[src/rtl/state_controller.sv]
// Moore control FSM sequencing MOV/ALU instructions through register-file and ALU strobes.
// Optional feature: define ILLEGAL_TRAP_EN to trap illegal instructions in a sticky ERR state.
module state_controller (
   input  logic       clk,
   input  logic       reset,
   input  logic       s,
   input  logic [2:0] opcode,
   input  logic [1:0] op,
   output logic       w,
   output logic [2:0] nsel,
   output logic [1:0] vsel,
   output logic       loada,
   output logic       loadb,
   output logic       loadc,
   output logic       loads,
   output logic       asel,
   output logic       bsel,
   output logic       write,
   output logic       err
);

   localparam int unsigned OPC_W  = 3;
   localparam int unsigned OP_W   = 2;
   localparam int unsigned NSEL_W = 3;
   localparam int unsigned VSEL_W = 2;

   localparam logic [OPC_W-1:0]  OPC_MOV  = 3'b110;
   localparam logic [OPC_W-1:0]  OPC_ALU  = 3'b101;
   localparam logic [NSEL_W-1:0] NSEL_RN  = 3'b000;
   localparam logic [NSEL_W-1:0] NSEL_RD  = 3'b001;
   localparam logic [NSEL_W-1:0] NSEL_RM  = 3'b010;
   localparam logic [VSEL_W-1:0] VSEL_C   = 2'b00;
   localparam logic [VSEL_W-1:0] VSEL_IMM = 2'b01;

   typedef enum logic [2:0] {
      ST_WAIT      = 3'd0,
      ST_DECODE    = 3'd1,
      ST_WRITE_IMM = 3'd2,
      ST_GET_A     = 3'd3,
      ST_GET_B     = 3'd4,
      ST_EXEC      = 3'd5,
      ST_WRITE_REG = 3'd6
`ifdef ILLEGAL_TRAP_EN
      , ST_ERR     = 3'd7
`endif
   } state_t;

   state_t             r_state;
   state_t             w_state_next;
   logic [OPC_W-1:0]   r_opcode;
   logic [OP_W-1:0]    r_op;

   logic               r_w;
   logic [NSEL_W-1:0]  r_nsel;
   logic [VSEL_W-1:0]  r_vsel;
   logic               r_loada;
   logic               r_loadb;
   logic               r_loadc;
   logic               r_loads;
   logic               r_asel;
   logic               r_write;

   logic               w_ready_next;
   logic [NSEL_W-1:0]  w_nsel_next;
   logic [VSEL_W-1:0]  w_vsel_next;
   logic               w_loada_next;
   logic               w_loadb_next;
   logic               w_loadc_next;
   logic               w_loads_next;
   logic               w_asel_next;
   logic               w_write_next;

   logic               w_is_mov_imm;
   logic               w_is_mov_reg;
   logic               w_is_alu;
   logic               w_is_cmp;
   logic               w_is_mvn;

   // Decode of the latched instruction; stable for the whole instruction.
   assign w_is_mov_imm = (r_opcode == OPC_MOV) && (r_op == 2'b10);
   assign w_is_mov_reg = (r_opcode == OPC_MOV) && (r_op == 2'b00);
   assign w_is_alu     = (r_opcode == OPC_ALU);
   assign w_is_cmp     = w_is_alu && (r_op == 2'b01);
   assign w_is_mvn     = w_is_alu && (r_op == 2'b11);

`ifdef ILLEGAL_TRAP_EN
   logic r_err;
   logic w_err_next;
`endif

   // Next state plus the Moore outputs of that state, registered below.
   always_comb begin
      w_state_next = r_state;
      w_ready_next = 1'b0;
      w_nsel_next  = NSEL_RN;
      w_vsel_next  = VSEL_C;
      w_loada_next = 1'b0;
      w_loadb_next = 1'b0;
      w_loadc_next = 1'b0;
      w_loads_next = 1'b0;
      w_asel_next  = 1'b0;
      w_write_next = 1'b0;
`ifdef ILLEGAL_TRAP_EN
      w_err_next   = 1'b0;
`endif

      case (r_state)
         ST_WAIT:      if (s) w_state_next = ST_DECODE;
         ST_DECODE: begin
            if (w_is_mov_imm)                   w_state_next = ST_WRITE_IMM;
            else if (w_is_mov_reg || w_is_mvn)  w_state_next = ST_GET_B;
            else if (w_is_alu)                  w_state_next = ST_GET_A;
`ifdef ILLEGAL_TRAP_EN
            else                                w_state_next = ST_ERR;
`else
            else                                w_state_next = ST_WAIT;
`endif
         end
         ST_WRITE_IMM: w_state_next = ST_WAIT;
         ST_GET_A:     w_state_next = ST_GET_B;
         ST_GET_B:     w_state_next = ST_EXEC;
         ST_EXEC:      w_state_next = w_is_cmp ? ST_WAIT : ST_WRITE_REG;
         ST_WRITE_REG: w_state_next = ST_WAIT;
`ifdef ILLEGAL_TRAP_EN
         ST_ERR:       w_state_next = ST_ERR;
`endif
         default:      w_state_next = ST_WAIT;
      endcase

      // The instruction is already latched whenever the next state depends on it.
      case (w_state_next)
         ST_WAIT:      w_ready_next = 1'b1;
         ST_WRITE_IMM: begin
            w_nsel_next  = NSEL_RN;
            w_vsel_next  = VSEL_IMM;
            w_write_next = 1'b1;
         end
         ST_GET_A: begin
            w_nsel_next  = NSEL_RN;
            w_loada_next = 1'b1;
         end
         ST_GET_B: begin
            w_nsel_next  = NSEL_RM;
            w_loadb_next = 1'b1;
         end
         ST_EXEC: begin
            w_asel_next  = w_is_mov_reg || w_is_mvn;
            w_loads_next = w_is_cmp;
            w_loadc_next = !w_is_cmp;
         end
         ST_WRITE_REG: begin
            w_nsel_next  = NSEL_RD;
            w_vsel_next  = VSEL_C;
            w_write_next = 1'b1;
         end
`ifdef ILLEGAL_TRAP_EN
         ST_ERR:       w_err_next = 1'b1;
`endif
         default: ;
      endcase
   end

   // State, instruction latch and output registers; reset overrides s.
   always_ff @(posedge clk) begin
      if (reset) begin
         r_state  <= ST_WAIT;
         r_opcode <= '0;
         r_op     <= '0;
         r_w      <= 1'b1;
         r_nsel   <= NSEL_RN;
         r_vsel   <= VSEL_C;
         r_loada  <= 1'b0;
         r_loadb  <= 1'b0;
         r_loadc  <= 1'b0;
         r_loads  <= 1'b0;
         r_asel   <= 1'b0;
         r_write  <= 1'b0;
`ifdef ILLEGAL_TRAP_EN
         r_err    <= 1'b0;
`endif
      end else begin
         r_state <= w_state_next;
         if ((r_state == ST_WAIT) && s) begin
            r_opcode <= opcode;
            r_op     <= op;
         end
         r_w     <= w_ready_next;
         r_nsel  <= w_nsel_next;
         r_vsel  <= w_vsel_next;
         r_loada <= w_loada_next;
         r_loadb <= w_loadb_next;
         r_loadc <= w_loadc_next;
         r_loads <= w_loads_next;
         r_asel  <= w_asel_next;
         r_write <= w_write_next;
`ifdef ILLEGAL_TRAP_EN
         r_err   <= w_err_next;
`endif
      end
   end

   assign w     = r_w;
   assign nsel  = r_nsel;
   assign vsel  = r_vsel;
   assign loada = r_loada;
   assign loadb = r_loadb;
   assign loadc = r_loadc;
   assign loads = r_loads;
   assign asel  = r_asel;
   assign bsel  = 1'b0;
   assign write = r_write;
`ifdef ILLEGAL_TRAP_EN
   assign err   = r_err;
`else
   assign err   = 1'b0;
`endif

endmodule

[config.mk]
export PLATFORM = sky130hd
export DESIGN_NAME = state_controller
export DESIGN_NICKNAME = d
export VERILOG_FILES = /design/src/rtl/state_controller.sv
export SDC_FILE = /design/constraint.sdc
export NUM_CORES = 1
export LEC_CHECK = 0
export BUFFER_PORTS_ARGS = -buffer_cell sky130_fd_sc_hd__buf_4
export CAP_MARGIN = 0
export CORE_MARGIN = 10
export CORE_UTILIZATION = 49
export DETAILED_ROUTE_END_ITERATION = 10
export HOLD_SLACK_MARGIN = 0.05
export PLACE_DENSITY = 0.76
export SYNTH_ARGS = -nofsm -noshare
export SYNTH_HDL_FRONTEND = slang
export SYNTH_SLANG_ARGS = --single-unit
[constraint.sdc]
create_clock -name clk -period 1.7 [get_ports clk]
set_clock_uncertainty 0.05 [all_clocks]
set_input_delay 0.17 -clock clk [delete_from_list [all_inputs] [get_ports clk]]
set_output_delay 0.17 -clock clk [all_outputs]
set_load 0.05 [all_outputs]
==> metrics.md, run 1 <==
| Metric | Value |
|---|---|
| Nets | `105` |
| Shortest period the worst path allows | `1610 ps` |
| Final setup fails | `0` |
| WP data arrival | `1780 ps` |
| Vias in the first global route | `598` |
| R2R Path End | `vsel[0]$_SDFF_PP0_` |
| Distinct cells, synth | `34` |
| Setup TNS | `0 ps` |
| Peak fanout along the critical path | `5` |
| CP Class | `register to register` |
| Min-Delay Path Depth | `3` |
| Mapped cell area | `767 um^2` |
| Share of cells above drive strength 1 | `0.354` |
| Setup slack after layout | `91.3 ps` |
| RSZ-0062 raised after global routing | `no` |
| Final Slew Violations | `0` |
| Status | `completed` |
| Horiz. Die Dim | `59.6 um` |
| DRT iter0 DRCs | `11` |
| Post-synth top area share | `0.444` |
| Register-to-register path setup slack | `90 ps` |
| DRT antenna net count | `0` |
| TritonCTS buffer count | `3` |
| Clk Latency, worst-skew pair | `290 ps` |
| Layout area overhead | `17.6%` |
| VDD IR max | `625 uV` |
| Yosys warns | `0` |
| Initial core utilization | `0.515` |
| CTS root buf | `clkbuf_4` |
| Register area share after synthesis | `0.444` |
| PwrDens | `816 nW/um^2` |
| DRC Markers | `0` |
| Final hold violations | `0` |
| Max-cap violation count | `0` |
| Worst flop-to-flop path startpoint | `r_opcode[2]$_SDFFE_PP0P_` |
| Total Wirelength | `1610 um` |
| Area contributors post-synth | `dfxtp_1 44%, mux2i_1 7.8%, buf_4 5.9%, nor3_1 3.9%, nor2_1 3.9%` |
| Avg Cell Area, Syn | `9.71 um^2` |
| Vias | `608` |
| Crit share post-route | `0.946` |
| Crit path required time | `1870 ps` |
| Place WS | `131 ps` |
| Crit path capture type | `register` |
| WL/cell | `14.3 um` |
| Design area | `902 um^2` |
| Core Area | `1490 um^2` |
| Hold_sp | `opcode[2]` |
| PortBufs | `17` |
| Post-placement cell area | `873 um^2` |
| Clock power frac | `0.296` |
| Setup bufs post-CTS | `0` |
| Antenna diodes | `0` |
| Leak | `0.395 nW` |
| Synth Instances | `79` |
| Seq cells post-synth | `17` |
| First-pass GRT wire length | `2650 um` |
| Int Pwr | `0.534 mW` |
| Post-CTS Hold Buffers | `0` |
| Die Ht | `59.6 um` |
| EDFF count, synth | `0` |
| Reg2Reg Depth | `4` |
| Clock sinks | `17` |
| Gr usage total | `0.0936` |
| Synth async-reset ratio | `0` |
| Min-Delay Endpoint | `r_opcode[2]$_SDFFE_PP0P_` |
| Sequential power share | `0.574` |
| GRT overflow | `0` |
| # rows | `14` |
| Initial antenna violation count | `0` |
| Combinational Power Share | `0.130` |
| Switching power | `0.202 mW` |
| Final core occ | `0.606` |
| Post-synth top area cell | `dfxtp_1` |
| Setup crit start kind | `register` |
| DR pass1 iterations | `4` |
| RePlAce Congestion | `0.843` |
| GR Util met3 | `0.0343` |
| CTS tree | `yes` |
| CTS HTree Levels | `1` |
| Met2 Use GR | `0.155` |
| Main synth FF type | `dfxtp_1` |
| Clk buf depth | `2` |
| Avg Vias per Cell | `5.43` |
| # fillers | `131` |
| Detailed Place HPWL | `1220 um` |
| FMAX | `622 MHz` |
| Pin count of the biggest net entering global routing | `11` |
| Met1 usage | `0.103` |
| Sw frac | `0.275` |
| Clock transition at path regs | `100 ps` |
| IO Pins | `22` |
| GR peak layer | `met2` |
| Worst Hold Class | `input pin to register` |
| Area of the die | `3550 um^2` |
cells by family (layout without fill, tap and decap cells):
logic type	after synthesis	in the layout	share of synthesized area
muxes	6	6	0.0783
other	1	4	0.00489
AOI/OAI and AO/OA	11	11	0.119
buffers and inverters	11	25	0.0930
DFF	17	17	0.444
and+or+nand+nor	33	33	0.261
power groups by stage:
| stage | logic (mW) | clock network (mW) | registers, mW |
|---|---|---|---|
| global route | 0.103 | 0.237 | 0.424 |
| detailed placement | 0.0957 | 0 | 0.431 |
| floorplan | 0.0768 | 0 | 0.431 |
| global placement | 0.0933 | 0 | 0.430 |
| CTS | 0.0962 | 0.218 | 0.422 |
| finish | 0.0959 | 0.218 | 0.422 |
critical path, stage by stage (launching register included):
cell and delay (ps):
dfxtp_1 410, a21boi_0 310, o21ai_0 160, a2111o_1 410
a211oi_2 190
registers in the layout, summed over array words and instances, names as in the netlist:
name,count
loada,1
asel,1
r_state,3
w,1
nsel,1
r_opcode,3
vsel,1
r_op,2
loads,1
loadc,1
loadb,1
write,1
cells in the mapped netlist, types with 2 or more instances:
library cell  number
mux2i_1            6
o21ai_0            2
buf_4              6
nand2_1            5
nand4_1            2
dfxtp_1           17
nor2_1             8
inv_1              2
nor3_1             6
final cells by class:
type / count / area (um^2) / area share
Timing Repair Buffer: 18 / 135 / 0.150
Clock buffer: 3 / 22.5 / 0.0250
Clock inverter: 1 / 5.00 / 0.00555
Tap cell: 16 / 20.0 / 0.0222
Inverter: 3 / 11.3 / 0.0125
Multi-Input combinational cell: 54 / 367 / 0.406
Sequential cell: 17 / 342 / 0.379
worst max-delay path by stage:
stage / slack (ps) / end / cells after the start / start
floorplan: 230 / vsel[0]$_SDFF_PP0_ / 4 / r_op[1]$_SDFFE_PP0P_
global placement: 150 / vsel[0]$_SDFF_PP0_ / 4 / r_opcode[2]$_SDFFE_PP0P_
detailed placement: 130 / r_op[0]$_SDFFE_PP0P_ / 4 / r_state[2]$_SDFF_PP0_
CTS: 100 / vsel[0]$_SDFF_PP0_ / 4 / r_opcode[2]$_SDFFE_PP0P_
global route: 1 / r_op[1]$_SDFFE_PP0P_ / 4 / r_state[2]$_SDFF_PP0_
finish: 90 / vsel[0]$_SDFF_PP0_ / 4 / r_opcode[2]$_SDFFE_PP0P_
what timing repair did:
| item | 4_1_cts | 5_1_grt |
|---|---|---|
| endpoints found under the hold margin | 0 | 0 |
| gates resized for setup | 0 | 1 |
| endpoints found under the setup margin | 0 | 2 |
layer usage:
layer | up-vias | share of wire
met1 | 283 | 0.41
met5 | - | 0
met2 | 16 | 0.51
met3 | 4 | 0.067
li1 | 305 | -
met4 | 0 | 0.014
through the flow:
stage	cells	hold WS, ps	power, mW
3_5_place_dp	108	372	0.526
5_1_grt	112	73.1	0.764
6_report	112	64.3	0.736
4_1_cts	112	69.4	0.735
2_1_floorplan	82	267	0.507
3_3_place_gp	108	354	0.523
cell usage in the layout, fill, tap and decap left out, drive strengths merged, types with 2 or more instances in the layout:
master	synthesis	final
inv	3	3
nand4	2	2
o21ai	2	2
and3b	2	2
nor2	8	8
mux2i	6	6
buf	7	18
nor3	7	7
dfxtp	17	17
nand2	5	5
conb	1	4
clkbuf	0	3
or2	2	2
a211oi	2	2
No activity file was read; power rests on OpenSTA's default activity.
==> inputs of run 2 (changes only) <==
--- a/config.mk
+++ b/config.mk
@@ -7,11 +7,12 @@
 export LEC_CHECK = 0
 export BUFFER_PORTS_ARGS = -buffer_cell sky130_fd_sc_hd__buf_4
 export CAP_MARGIN = 0
+export CORE_ASPECT_RATIO = 0.8
 export CORE_MARGIN = 10
-export CORE_UTILIZATION = 49
+export CORE_UTILIZATION = 44
 export DETAILED_ROUTE_END_ITERATION = 10
 export HOLD_SLACK_MARGIN = 0.05
-export PLACE_DENSITY = 0.76
+export PLACE_DENSITY = 0.72
 export SYNTH_ARGS = -nofsm -noshare
 export SYNTH_HDL_FRONTEND = slang
 export SYNTH_SLANG_ARGS = --single-unit
==> constraint.sdc (replaced) <==
create_clock -name clk -period 1.32 [get_ports clk]
set_clock_uncertainty 0.05 [all_clocks]
set_input_delay 0.132 -clock clk [delete_from_list [all_inputs] [get_ports clk]]
set_output_delay 0.132 -clock clk [all_outputs]
set_load 0.05 [all_outputs]
==> run 2 against run 1 <==
- the run now ends with negative setup slack left
- routed wire length up 36%
- hold slack lost 22 ps
- maximum frequency up 5.6%
- total power up 36%
- critical endpoint is now loads$_SDFF_PP0_
- largest cell class unchanged
- highest routed layer unchanged
==> metrics.md, run 2 (synthesis gave the netlist of run 1 again) <==
| Metric | Value |
|---|---|
| Status | `complete, but fails checks` |
| Violated checks | `negative setup slack` |
| Final core occ | `0.720` |
| WP data arrival | `1700 ps` |
| CTS root buf | `clkbuf_4` |
| GRT overflow | `0` |
| Pin count of the biggest net entering global routing | `11` |
| Shortest period the worst path allows | `1520 ps` |
| Crit path required time | `1490 ps` |
| WL/cell | `15.5 um` |
| Total Wirelength | `2180 um` |
| RSZ-0062 raised after global routing | `yes` |
| Peak fanout along the critical path | `6` |
| Setup TNS | `-1420 ps` |
| Detailed Place HPWL | `1390 um` |
| Share of cells above drive strength 1 | `0.571` |
| Leak | `0.527 nW` |
| Initial antenna violation count | `0` |
| Worst Hold Class | `input pin to register` |
| VDD IR max | `725 uV` |
| FMAX | `657 MHz` |
| Vias in the first global route | `692` |
| Final Slew Violations | `0` |
| IO Pins | `22` |
| Avg Vias per Cell | `5.10` |
| # rows | `13` |
| Area of the die | `3820 um^2` |
| Vias | `719` |
| TritonCTS buffer count | `3` |
| Max-cap violation count | `0` |
| Final total power | `1.00 mW` |
| Antenna diodes | `0` |
| Top Registers | `r_opcode (3), r_state (3), r_op (2)` |
| Horiz. Die Dim | `66.7 um` |
| Most frequent cells in the layout | `34 x buf_4, 10 x dfxtp_1, 8 x nor2_1, 6 x mux2i_1, 6 x nor3_2` |
| First-pass GRT wire length | `3330 um` |
| Final hold violations | `0` |
| CTS tree | `yes` |
| Initial core utilization | `0.467` |
| Clk Latency, worst-skew pair | `290 ps` |
| Core Area | `1640 um^2` |
| Die Ht | `57.3 um` |
| Setup slack after layout | `-203 ps` |
| DR pass1 iterations | `5` |
| Gr usage total | `0.113` |
| Clock transition at path regs | `90 ps` |
| DRC Markers | `0` |
| Crit path capture type | `register` |
| DRT antenna net count | `0` |
| Clock sinks | `17` |
| Setup crit start kind | `register` |
| CTS HTree Levels | `1` |
| RePlAce Congestion | `0.861` |
| Layout area overhead | `54.3%` |
| Final setup fails | `14` |
| DRT iter0 DRCs | `30` |
| CP Class | `register to register` |
| Crit share post-route | `1.15` |
| Clk buf depth | `2` |
| PortBufs | `17` |
| Nets | `128` |
| Most common cell after layout, fill and taps aside | `buf_4` |
| PwrDens | `845 nW/um^2` |
-- run 2: cell types whose count changed in the layout (fill, tap and decap cells not counted), sizes merged --
cell	previous run	this run
buf	18	36
clkbuf	3	4
clkinv	1	0
dlygate4sd3	0	5
-- run 2: path summary, 6_finish.rpt --
check | from | endpoint | slack [ps] | cells after the start
worst max-delay path | r_op[1]$_SDFFE_PP0P_ | loads$_SDFF_PP0_ | -200 | 6
worst min register to register | r_opcode[0]$_SDFFE_PP0P_ | r_opcode[0]$_SDFFE_PP0P_ | 510 | 2
worst min-delay path | opcode[0] | r_opcode[0]$_SDFFE_PP0P_ | 40 | 3
worst max register to register | r_op[1]$_SDFFE_PP0P_ | loads$_SDFF_PP0_ | -200 | 6
-- run 2: power breakdown --
part	total, mW	internal [mW]	switching (mW)
logic	0.183	0.0826	0.100
registers	0.540	0.525	0.0141
clock network	0.277	0.118	0.160
total	1.00	0.726	0.274
-- run 2: metal layers --
layer,track usage,part of all wire,up-vias
li1,-,-,349
met1,0.131,0.40,322
met2,0.180,0.47,42
met3,0.0585,0.11,6
met4,0.0299,0.025,0
met5,0,0,-
-- run 2: repair_timing --
action                                 CTS  global route
buffers inserted                         3             3
pin swaps                                5             5
resized for setup                       18             4
endpoints found under the hold margin    7             0
hold buffers                             5             0
cloned                                   0             0
setup endpoints to repair               14            15
-- run 2: metrics by stage --
step	setup WS, ps	instance area, um^2	hold WS, ps	std cells
floorplan	-72.6	783	229	82
global placement	-101	972	319	126
detailed placement	-160	972	324	126
CTS	-136	1130	52.5	138
global route	-252	1180	57.2	141
finish	-203	1180	42.3	141
-- run 2: cell type report --
| class | count | area [um^2] |
|---|---|---|
| Tap cell | 22 | 27.5 |
| Fill cell | 130 | 459 |
| Inverter | 3 | 11.3 |
| Clock buffer | 4 | 26.3 |
| Sequential cell | 17 | 354 |
| Multi-Input combinational cell | 54 | 428 |
| Timing Repair Buffer | 41 | 337 |
-- run 2: critical path, cell delays in order (launching register included) --
cell	delay, ps
dfxtp_4	370
buf_4	140
nor4b_2	210
a31o_2	200
o2111ai_4	160
buf_12	180
nor3_2	140
